`src/rtl/fetch_prefetch_queue.sv`:
```
// Sequential instruction prefetcher feeding decode through a DEPTH-entry FIFO; FETCH_BYPASS_EN adds a response-to-decode bypass.
// Latency: memory response to out_valid is 1 cycle (0 cycles with FETCH_BYPASS_EN defined).
// Backpressure: out_ready low holds the head; issue stops while entries + outstanding requests reach DEPTH.
module fetch_prefetch_queue #(
    parameter int              XLEN     = 32,
    parameter int              DEPTH    = 4,
    parameter logic [XLEN-1:0] RESET_PC = '0
) (
    input  logic            clk,
    input  logic            rst,
    input  logic            redirect,
    input  logic [XLEN-1:0] redirect_pc,
    output logic            mem_req,
    output logic [XLEN-1:0] mem_addr,
    input  logic            mem_gnt,
    input  logic            mem_rvalid,
    input  logic [XLEN-1:0] mem_rdata,
    output logic            out_valid,
    output logic [XLEN-1:0] out_inst,
    output logic [XLEN-1:0] out_pc,
    input  logic            out_ready
);
    localparam int AW = $clog2(DEPTH);
    localparam int CW = AW + 1;

    logic [XLEN-1:0] fetch_pc_q, fetch_pc_d;
    logic [XLEN-1:0] resp_pc_q, resp_pc_d;
    logic [CW-1:0]   count_q, count_d;
    logic [CW-1:0]   outst_q, outst_d;
    logic [CW-1:0]   drop_q, drop_d;
    logic [AW-1:0]   wr_ptr_q, wr_ptr_d;
    logic [AW-1:0]   rd_ptr_q, rd_ptr_d;
    logic [XLEN-1:0] inst_mem_q [DEPTH];
    logic [XLEN-1:0] pc_mem_q   [DEPTH];

    logic [CW:0]     occupancy;
    logic [XLEN-1:0] redirect_pc_al;
    logic            issue, resp_acc, resp_keep, push, pop, fifo_vld;

    // Low two bits of the redirect target are masked off (word-aligned fetch).
    assign redirect_pc_al = redirect_pc & ~XLEN'(3);
    assign occupancy      = {1'b0, count_q} + {1'b0, outst_q};
    assign mem_req        = !rst && !redirect && (occupancy < (CW+1)'(DEPTH));
    assign mem_addr       = fetch_pc_q;
    assign issue          = mem_req && mem_gnt;
    // Responses with nothing outstanding are strays (e.g. after reset) and are ignored.
    assign resp_acc       = mem_rvalid && (outst_q != '0);
    // Stale responses (drop_q != 0) and any response landing on a redirect are discarded.
    assign resp_keep      = resp_acc && (drop_q == '0) && !redirect;
    assign fifo_vld       = (count_q != '0);
    assign pop            = fifo_vld && out_ready && !redirect;

`ifdef FETCH_BYPASS_EN
    logic bypass;
    // Empty queue: a kept response is shown to decode in the same cycle it arrives.
    assign bypass    = resp_keep && !fifo_vld;
    assign out_valid = !rst && (fifo_vld || bypass);
    assign out_inst  = fifo_vld ? inst_mem_q[rd_ptr_q] : mem_rdata;
    assign out_pc    = fifo_vld ? pc_mem_q[rd_ptr_q]   : resp_pc_q;
    // A bypassed word taken by decode never enters the FIFO.
    assign push      = resp_keep && !(bypass && out_ready);
`else
    assign out_valid = !rst && fifo_vld;
    assign out_inst  = inst_mem_q[rd_ptr_q];
    assign out_pc    = pc_mem_q[rd_ptr_q];
    assign push      = resp_keep;
`endif

    // Next-state for fetch/response PCs, counters and FIFO pointers; redirect overrides push/pop.
    always_comb begin
        fetch_pc_d = fetch_pc_q;
        resp_pc_d  = resp_pc_q;
        count_d    = count_q;
        drop_d     = drop_q;
        wr_ptr_d   = wr_ptr_q;
        rd_ptr_d   = rd_ptr_q;
        outst_d    = outst_q + CW'(issue) - CW'(resp_acc);
        if (redirect) begin
            fetch_pc_d = redirect_pc_al;
            resp_pc_d  = redirect_pc_al;
            count_d    = '0;
            wr_ptr_d   = '0;
            rd_ptr_d   = '0;
            // Everything still in flight after this cycle belongs to the old path.
            drop_d     = outst_d;
        end else begin
            if (issue)
                fetch_pc_d = fetch_pc_q + XLEN'(4);
            if (resp_keep)
                resp_pc_d = resp_pc_q + XLEN'(4);
            if (resp_acc && (drop_q != '0))
                drop_d = drop_q - CW'(1);
            if (push)
                wr_ptr_d = wr_ptr_q + AW'(1);
            if (pop)
                rd_ptr_d = rd_ptr_q + AW'(1);
            count_d = count_q + CW'(push) - CW'(pop);
        end
    end

    // State registers with synchronous reset taking priority over everything else.
    always_ff @(posedge clk) begin
        if (rst) begin
            fetch_pc_q <= RESET_PC;
            resp_pc_q  <= RESET_PC;
            count_q    <= '0;
            outst_q    <= '0;
            drop_q     <= '0;
            wr_ptr_q   <= '0;
            rd_ptr_q   <= '0;
        end else begin
            fetch_pc_q <= fetch_pc_d;
            resp_pc_q  <= resp_pc_d;
            count_q    <= count_d;
            outst_q    <= outst_d;
            drop_q     <= drop_d;
            wr_ptr_q   <= wr_ptr_d;
            rd_ptr_q   <= rd_ptr_d;
        end
    end

    // FIFO storage; contents need no reset since count_q qualifies every read.
    always_ff @(posedge clk) begin
        if (push) begin
            inst_mem_q[wr_ptr_q] <= mem_rdata;
            pc_mem_q[wr_ptr_q]   <= resp_pc_q;
        end
    end
endmodule

```
`config.mk`:
```
export PLATFORM = sky130hd
export DESIGN_NAME = fetch_prefetch_queue
export DESIGN_NICKNAME = d
export VERILOG_FILES = /design/src/rtl/fetch_prefetch_queue.sv
export SDC_FILE = /design/constraint.sdc
export NUM_CORES = 1
export LEC_CHECK = 0
export CAP_MARGIN = 15
export CORE_ASPECT_RATIO = 0.5
export CORE_MARGIN = 3
export CORE_UTILIZATION = 50
export DETAILED_ROUTE_END_ITERATION = 8
export PLACE_DENSITY = 0.76
export SLEW_MARGIN = 20
export SYNTH_ARGS = -nofsm -noshare
export SYNTH_HDL_FRONTEND = slang
export SYNTH_SLANG_ARGS = --single-unit
export TNS_END_PERCENT = 50
```
`constraint.sdc`:
```
create_clock -name clk -period 3.1 [get_ports clk]
set_input_delay 0.62 -clock clk [delete_from_list [all_inputs] [get_ports clk]]
set_output_delay 0.62 -clock clk [all_outputs]
set_load 0.01 [all_outputs]
```
==> results.sh, run 1 <==
export IMPL_rows=41
export IMPL_critPathArrivalTime_ns=2.32
export IMPL_antenna_found_initial=0
export IMPL_final_common_cell="edfxtp_1"
export IMPL_worstMarginPinSlew_ns=0.782
export IMPL_rsz0062_at_grt="false"
export IMPL_period_minus_slack_ns=2.94
export IMPL_grt_pass1_vias=7906
export IMPL_post_drt_wl_per_cell_um=20.4
export IMPL_peakVddDrop_mv=0.489
export IMPL_synth_cells=823
export IMPL_gp_congestion=0.842
export IMPL_syn_to_final_growth_pct=23.1
export IMPL_htreeDepth=1
export IMPL_drc=0
export IMPL_maxCapViolCount=0
export IMPL_final_nets=1088
export IMPL_die_h_um=121
export IMPL_place_ws_ns=0.0782
export IMPL_ys_async_sr_fraction_pct=0
export IMPL_first_iter_violations=542
export IMPL_clk_pin_slew_worst_paths_ns=0.07
export IMPL_syn_area_per_cell_um2=16.1
export IMPL_yosysSeqAreaShare_pct=67.6
export IMPL_synth_seq_cells=323
export IMPL_worstPathMaxFanout=24
export IMPL_ctsHoldBuffers=0
export IMPL_relSlewSlack_pct=47.5
export IMPL_cts_buffer_depth=3
export IMPL_diodes=0
export IMPL_skew_ns=0.0271
export IMPL_worstSkewPairLatency_ns=0.55
export IMPL_grt_pass1_wl_um=43800
export IMPL_core_area_um2=25600
export IMPL_pin_count=168
export IMPL_final_util_pct=63.7
export IMPL_design_area_um2=16300
export IMPL_grt_max_degree=63
export IMPL_routed_wl_um=27800
export IMPL_r2r_end="drop_q[2]"
export IMPL_endpoint="out_pc[12]"
export IMPL_finalCritPeriodShare_pct=95.0
export IMPL_grt_remaining_overflow=0
export IMPL_final_antenna_net_count=0
export IMPL_layout_common_cells="edfxtp_1, clkdlybuf4s50_1, dfxtp_1, mux4_2"
export IMPL_yosys_warnings=0
export IMPL_layout_drive_gt1_share_pct=15.4
export IMPL_r2r_cells=11
export IMPL_dieArea_um2=28600
export IMPL_synth_distinct_cells=62
export IMPL_setup_worst_path_class="reg2out"
export IMPL_synth_edf_count=248
export IMPL_endpoint_kind="primary output"
export IMPL_dp_hpwl_um=18400
export IMPL_powerDensity_nw_per_um2=596
export IMPL_critPathRequiredTime_ns=2.48
export IMPL_vias_per_cell=5.65
export IMPL_place_area_um2=15400
export IMPL_slew_violations=0
export IMPL_synthFlopType="edfxtp_1"
export IMPL_hold_class="reg2reg"
export IMPL_max_freq_mhz=340
export IMPL_via_count=7702
export IMPL_final_hold_violation_count=0
export IMPL_leakage_nw=5.28
export IMPL_start_util_pct=51.7
export IMPL_syn_area_um2=13200
export IMPL_die_w_um=236
export IMPL_timing_rr_start="outst_q[2]"
export IMPL_cts_buffers=28
export IMPL_cp_start_kind="flop"
export IMPL_firstDrtPassIters=7
export IMPL_outcome="finished clean"
export IMPL_track_usage_pct=19.5
export IMPL_worst_slack_ns=0.155
export IMPL_rrSetupSlack_ns=0.50
export IMPL_root_buffer="clkbuf_16"
export IMPL_tns_ns=0
export IMPL_cts_tree="done"
export IMPL_port_buffers=161
export IMPL_clock_sinks=323
export IMPL_setup_violations=0
## area by class of cell
class                           instances  area, um^2
Multi-Input combinational cell        433        3990
Tap cell                              344         430
Clock buffer                           37         807
Clock inverter                         10        82.6
Timing Repair Buffer                  189        1930
Sequential cell                       323        8950
Inverter                               27         101
Fill cell                            1800        9300
## through the flow
stage / power [mW] / hold WS [ns] / std cells
6_report: 9.71 / 0.503 / 1363
5_1_grt: 10.1 / 0.532 / 1363
2_1_floorplan: 5.80 / 0.469 / 826
3_3_place_gp: 6.38 / 0.482 / 1314
3_5_place_dp: 6.42 / 0.496 / 1314
4_1_cts: 9.79 / 0.506 / 1363
## registers in the layout, indices dropped and copies added (netlist names), named ones only
| signal | cells |
|---|---|
| pc_mem_q | 120 |
| mem_addr | 30 |
| count_q | 3 |
| rd_ptr_q | 2 |
| resp_pc_q | 30 |
| inst_mem_q | 128 |
| outst_q | 3 |
| drop_q | 3 |
| wr_ptr_q | 2 |
## worst max-delay path, stage by stage, from the launching register on
cell,delay [ns]
dfxtp_4,0.41
buf_12,0.24
mux4_2,0.61
clkdlybuf4s50_1,0.51
## report_power, final
group / switching (mW) / total [mW] / internal, mW
logic: 0.618 / 1.26 / 0.644
registers: 0.168 / 5.07 / 4.90
clock network: 1.48 / 3.38 / 1.91
## worst min-delay path by stage
stage,startpoint,to,slack (ns),cells past startpoint
global placement,wr_ptr_q[1],wr_ptr_q[1],0.48,2
floorplan,wr_ptr_q[1],wr_ptr_q[1],0.47,2
global route,wr_ptr_q[1],wr_ptr_q[1],0.53,2
CTS,wr_ptr_q[1],wr_ptr_q[1],0.51,2
detailed placement,mem_addr[17],mem_addr[17],0.50,2
finish,wr_ptr_q[1],wr_ptr_q[1],0.50,2
## synth_stat cells, types with 11 or more instances
master      n  share of area [%]
a211oi_1   17               0.96
a21boi_0   19                1.1
a21oi_1    18               0.68
buf_2      12               0.45
clkbuf_1   22               0.62
dfxtp_1    75                 11
edfxtp_1  248                 56
ha_1       14                1.3
inv_1      25               0.71
mux4_2     62                 11
nand2_1    39                1.1
nand3_1    26               0.98
nand4_1    23                1.1
nor2_1     39                1.1
o21a_1     11               0.62
xnor2_1    26                1.7
xor2_1     24                1.6
## timing repair
| item | in CTS | in global routing |
|---|---|---|
| setup endpoints to repair | 39 | 0 |
| gates resized for setup | 0 | 0 |
| setup buffers | 2 | 0 |
## routing by layer
metal / vias up / global-route usage (%) / share of wire, %
li1: 3571 / - / -
met4: 0 / 4.21 / 1.7
met3: 37 / 3.13 / 4.4
met1: 3894 / 27.7 / 46
met2: 200 / 32.3 / 48
met5: - / 0 / 0
## kinds of logic (layout without fill, tap and decap cells)
kind of cell	count (synthesis)	in the layout	synth area share, %
multiplexers	65	65	10.8
adder cells (fa/ha/maj)	16	16	1.63
AND/OR/NAND/NOR	192	192	8.63
other	1	4	0.0283
XOR/XNOR	50	50	3.31
AO/OA/AOI/OAI	106	106	5.61
buffers and inverters	70	263	2.38
flip-flops	323	323	67.6
(Power assumes the default switching activity.)
==> inputs of run 2 (changes only) <==
--- a/config.mk
+++ b/config.mk
@@ -15,4 +15,4 @@
 export SYNTH_ARGS = -nofsm -noshare
 export SYNTH_HDL_FRONTEND = slang
 export SYNTH_SLANG_ARGS = --single-unit
-export TNS_END_PERCENT = 50
+export TNS_END_PERCENT = 5
==> run 2 against run 1 <==
Clock power increased by 7.1%; critical path depth unchanged; maximum frequency about the same; wire length increased by 1.8%; register-to-register slack got worse by 0.02 ns; utilization increased by 0.083 points; die area unchanged; sequential power about the same; largest power group unchanged; clock skew decreased by 0.017 ns; combinational power about the same.
==> results.sh, run 2 (synthesis results as in run 1) <==
export IMPL_endpoint_kind="primary output"
export IMPL_peakVddDrop_mv=0.360
export IMPL_final_antenna_net_count=0
export IMPL_die_h_um=121
export IMPL_slew_violations=0
export IMPL_grt_remaining_overflow=0
export IMPL_clock_sinks=323
export IMPL_place_area_um2=15400
export IMPL_dp_hpwl_um=18100
export IMPL_port_buffers=161
export IMPL_largest_reg_flops=128
export IMPL_post_drt_wl_per_cell_um=20.8
export IMPL_gp_congestion=0.840
export IMPL_cts_buffers=28
export IMPL_layout_drive_gt1_share_pct=15.0
export IMPL_start_util_pct=51.7
export IMPL_worstSkewPairLatency_ns=0.55
export IMPL_rsz0062_at_grt="false"
export IMPL_design_area_um2=16300
export IMPL_dp_cells=1313
export IMPL_relSlewSlack_pct=51.7
export IMPL_die_w_um=236
export IMPL_via_count=7786
export IMPL_final_common_cell="edfxtp_1"
export IMPL_largest_registers="inst_mem_q: 128 flops, pc_mem_q: 120 flops"
export IMPL_grt_max_degree=63
export IMPL_maxCapViolCount=0
export IMPL_routed_wl_um=28300
export IMPL_critPathArrivalTime_ns=2.33
export IMPL_antenna_found_initial=1
export IMPL_postCtsSetupRepairBufs=0
export IMPL_cts_tree="done"
export IMPL_setup_violations=0
export IMPL_finalCritPeriodShare_pct=95.0
export IMPL_rows=41
export IMPL_core_area_um2=25600
export IMPL_worstPathMaxFanout=38
export IMPL_cp_start_kind="flop"
export IMPL_leakage_nw=5.28
export IMPL_firstDrtPassIters=4
export IMPL_place_ws_ns=0.0441
export IMPL_outcome="finished clean"
export IMPL_setup_worst_path_class="reg2out"
export IMPL_powerDensity_nw_per_um2=610
export IMPL_track_usage_pct=20.0
export IMPL_finalNonFillerCells=1363
export IMPL_final_nets=1085
export IMPL_hold_class="reg2reg"
export IMPL_final_util_pct=63.7
export IMPL_cts_buffer_depth=3
export IMPL_htreeDepth=1
export IMPL_regMostFlops="inst_mem_q"
export IMPL_first_iter_violations=599
export IMPL_layout_common_cells="edfxtp_1, clkdlybuf4s50_1, dfxtp_1, mux4_2"
export IMPL_syn_to_final_growth_pct=23.3
export IMPL_worst_slack_ns=0.154
export IMPL_max_freq_mhz=339
export IMPL_pin_count=168
export IMPL_period_minus_slack_ns=2.95
export IMPL_root_buffer="clkbuf_16"
export IMPL_skew_ns=0.0101
export IMPL_critPathRequiredTime_ns=2.48
export IMPL_final_hold_violation_count=0
export IMPL_worstMarginPinSlew_ns=0.719
export IMPL_drc=0
export IMPL_ctsHoldBuffers=0
export IMPL_cts_resized=0
export IMPL_grt_pass1_wl_um=45200
export IMPL_grt_pass1_vias=7986
export IMPL_dieArea_um2=28600
export IMPL_tns_ns=0
export IMPL_clk_pin_slew_worst_paths_ns=0.06
export IMPL_vias_per_cell=5.71
[run 2: through the flow]
step / power [mW] / hold WS, ns
final: 9.94 / 0.502
after detailed placement: 6.43 / 0.496
after global placement: 6.37 / 0.474
after floorplan: 5.80 / 0.469
after CTS: 10.0 / 0.508
after global routing: 10.3 / 0.538
[run 2: layout make-up]
cell class              instances  area, um^2
fillers                      1794        9280
flip-flops and latches        323        8950
multi-input cells             433        3990
repair buffers                186        1900
clock buffers                  36         734
well taps                     344         430
clock inverters                13         209
inverters                      27         101
diodes                          1        2.50
[run 2: final timing paths]
| kind | from | endpoint | slack, ns | cells after the start |
|---|---|---|---|---|
| worst max-delay path | flop | out_pc[11] | 0.15 | 3 |
| worst min register to register | wr_ptr_q[1] | wr_ptr_q[1] | 0.50 | 2 |
| worst min-delay path | wr_ptr_q[1] | wr_ptr_q[1] | 0.50 | 2 |
| worst max register to register | outst_q[2] | drop_q[2] | 0.48 | 11 |
[run 2: worst max-delay path, cell delays in order (launching register included)]
cell and delay (ns):
dfxtp_4 0.38, buf_12 0.30, mux4_2 0.55, clkdlybuf4s50_1 0.54
[run 2: per-layer routing]
layer	GRT usage, %	wire (um)	vias to the layer above
met1	28.8	12900	3989
met4	4.29	415	0
met3	3.59	1340	31
met5	0	0	-
li1	-	-	3554
met2	32.5	13700	212
[run 2: where the power goes]
part	leakage [nW]	switching, mW	internal, mW
Combinational	1.95	0.611	0.639
Clock	0.455	1.52	2.10
Sequential	2.88	0.174	4.90
==> inputs of run 3 (changes only) <==
--- a/config.mk
+++ b/config.mk
@@ -6,11 +6,11 @@
 export NUM_CORES = 1
 export LEC_CHECK = 0
 export CAP_MARGIN = 15
-export CORE_ASPECT_RATIO = 0.5
 export CORE_MARGIN = 3
 export CORE_UTILIZATION = 50
 export DETAILED_ROUTE_END_ITERATION = 8
 export PLACE_DENSITY = 0.76
+export SETUP_SLACK_MARGIN = 0.3
 export SLEW_MARGIN = 20
 export SYNTH_ARGS = -nofsm -noshare
 export SYNTH_HDL_FRONTEND = slang
==> run 3 against run 2 <==
Via count about the same; critical endpoint is now out_pc[2]; non-clock buffer count up 13; final area up 2.1%; largest power group unchanged; die area down 0.42%; total power up 4.5%; setup slack better by 0.077 ns.
==> results.sh, run 3 (synthesis results as in run 1) <==
export IMPL_final_util_pct=65.0
export IMPL_track_usage_pct=19.6
export IMPL_post_drt_wl_per_cell_um=20.3
export IMPL_powerDensity_nw_per_um2=624
export IMPL_drc=0
export IMPL_whs_ns=0.504
export IMPL_cts_buffers=34
export IMPL_grt_max_degree=64
export IMPL_first_iter_violations=511
export IMPL_hold_class="reg2reg"
export IMPL_layout_common_cells="edfxtp_1, clkdlybuf4s50_1, dfxtp_1, mux4_2"
export IMPL_setup_violations=0
export IMPL_worstMarginPinSlew_ns=0.729
export IMPL_worstPathMaxFanout=6
export IMPL_routed_wl_um=27900
export IMPL_htreeDepth=2
export IMPL_cp_start_kind="flop"
export IMPL_antenna_found_initial=0
export IMPL_dieArea_um2=28500
export IMPL_rows=58
export IMPL_leakage_nw=5.49
export IMPL_wl_met2_um=13300
export IMPL_dp_hpwl_um=17900
export IMPL_max_freq_mhz=349
export IMPL_clk_pin_slew_worst_paths_ns=0.07
export IMPL_largest_reg_flops=128
export IMPL_diodes=0
export IMPL_die_h_um=169
export IMPL_m1WireLength_um=12300
export IMPL_cts_buffer_depth=3
export IMPL_top_layer_used="met4"
export IMPL_outcome="finished clean"
export IMPL_pin_count=168
export IMPL_syn_to_final_growth_pct=25.8
export IMPL_grt_pass1_vias=7882
export IMPL_relSlewSlack_pct=51.0
export IMPL_critPathArrivalTime_ns=2.25
export IMPL_ctsHoldBuffers=0
export IMPL_critPathRequiredTime_ns=2.48
export IMPL_slew_violations=0
export IMPL_num_fill_cells=1808
export IMPL_root_buffer="clkbuf_16"
export IMPL_rrSetupSlack_ns=0.50
export IMPL_largest_registers="inst_mem_q: 128 flops, pc_mem_q: 120 flops"
export IMPL_gp_congestion=0.845
export IMPL_cts_tree="done"
export IMPL_place_ws_ns=0.0867
export IMPL_grt_pass1_wl_um=43900
export IMPL_rsz0062_at_grt="true"
export IMPL_regMostFlops="inst_mem_q"
export IMPL_firstDrtPassIters=5
export IMPL_final_antenna_net_count=0
export IMPL_final_common_cell="edfxtp_1"
export IMPL_final_nets=1104
export IMPL_grt_remaining_overflow=0
export IMPL_period_minus_slack_ns=2.87
export IMPL_layout_drive_gt1_share_pct=17.1
export IMPL_port_buffers=161
export IMPL_finalCritPeriodShare_pct=92.5
export IMPL_peakVddDrop_mv=0.586
export IMPL_final_hold_violation_count=0
export IMPL_die_w_um=169
export IMPL_vias_per_cell=5.67
export IMPL_via_count=7781
export IMPL_maxCapViolCount=0
export IMPL_clock_sinks=323
export IMPL_worstSkewPairLatency_ns=0.51
export IMPL_start_util_pct=51.7
export IMPL_endpoint_kind="primary output"
export IMPL_skew_ns=0.0164
export IMPL_worst_slack_ns=0.231
export IMPL_wl_met3_um=1830
export IMPL_setup_worst_path_class="reg2out"
export IMPL_core_area_um2=25600
==> run 3: cell type report <==
type	instances	area, um^2	area share [%]
flip-flops and latches	323	8960	53.8
multi-input cells	433	3990	23.9
repair buffers	199	2070	12.4
clock buffers	41	898	5.40
well taps	330	413	2.48
clock inverters	19	231	1.39
inverters	27	101	0.609
==> run 3: worst max-delay path, cell delays in order, from the launching register on <==
cell and delay [ns]:
dfxtp_4 0.44, buf_4 0.14, buf_4 0.14, mux4_2 0.53, clkdlybuf4s50_1 0.50
==> run 3: path summary, 6_finish.rpt <==
| kind | startpoint | to | cells past startpoint |
|---|---|---|---|
| setup / recovery | flop | out_pc[2] | 4 |
| hold / removal | mem_addr[17] | mem_addr[17] | 2 |
| setup reg to reg | outst_q[2] | drop_q[2] | 11 |
| hold reg to reg | mem_addr[17] | mem_addr[17] | 2 |
==> run 3: routing by layer <==
layer / up-vias / global-route usage (%)
met5: - / 0
met4: 0 / 4.09
met3: 32 / 3.74
met2: 275 / 31.8
met1: 3861 / 27.9
li1: 3613 / -
==> run 3: per-stage QoR <==
stage | cells | TNS, ns | power (mW) | instance area (um^2)
4_1_cts | 1370 | 0 | 10.5 | 16600
5_1_grt | 1372 | 0 | 10.8 | 16700
2_1_floorplan | 826 | -5.89 | 5.80 | 13200
3_5_place_dp | 1305 | 0 | 6.41 | 15400
3_3_place_gp | 1305 | 0 | 6.38 | 15400
6_report | 1372 | 0 | 10.4 | 16700
==> run 3: timing repair <==
action / CTS / global route
resized for setup: 6 / 4
hold endpoints to repair: 0 / 0
endpoints found under the setup margin: 61 / 61
gates cloned: 1 / 0
buffers inserted: 4 / 2
==> run 3: power by group <==
group,internal [mW],switching (mW),leakage [nW],total [mW]
Clock,2.49,1.58,0.545,4.07
Sequential,4.90,0.171,2.88,5.07
Combinational,0.636,0.615,2.07,1.25
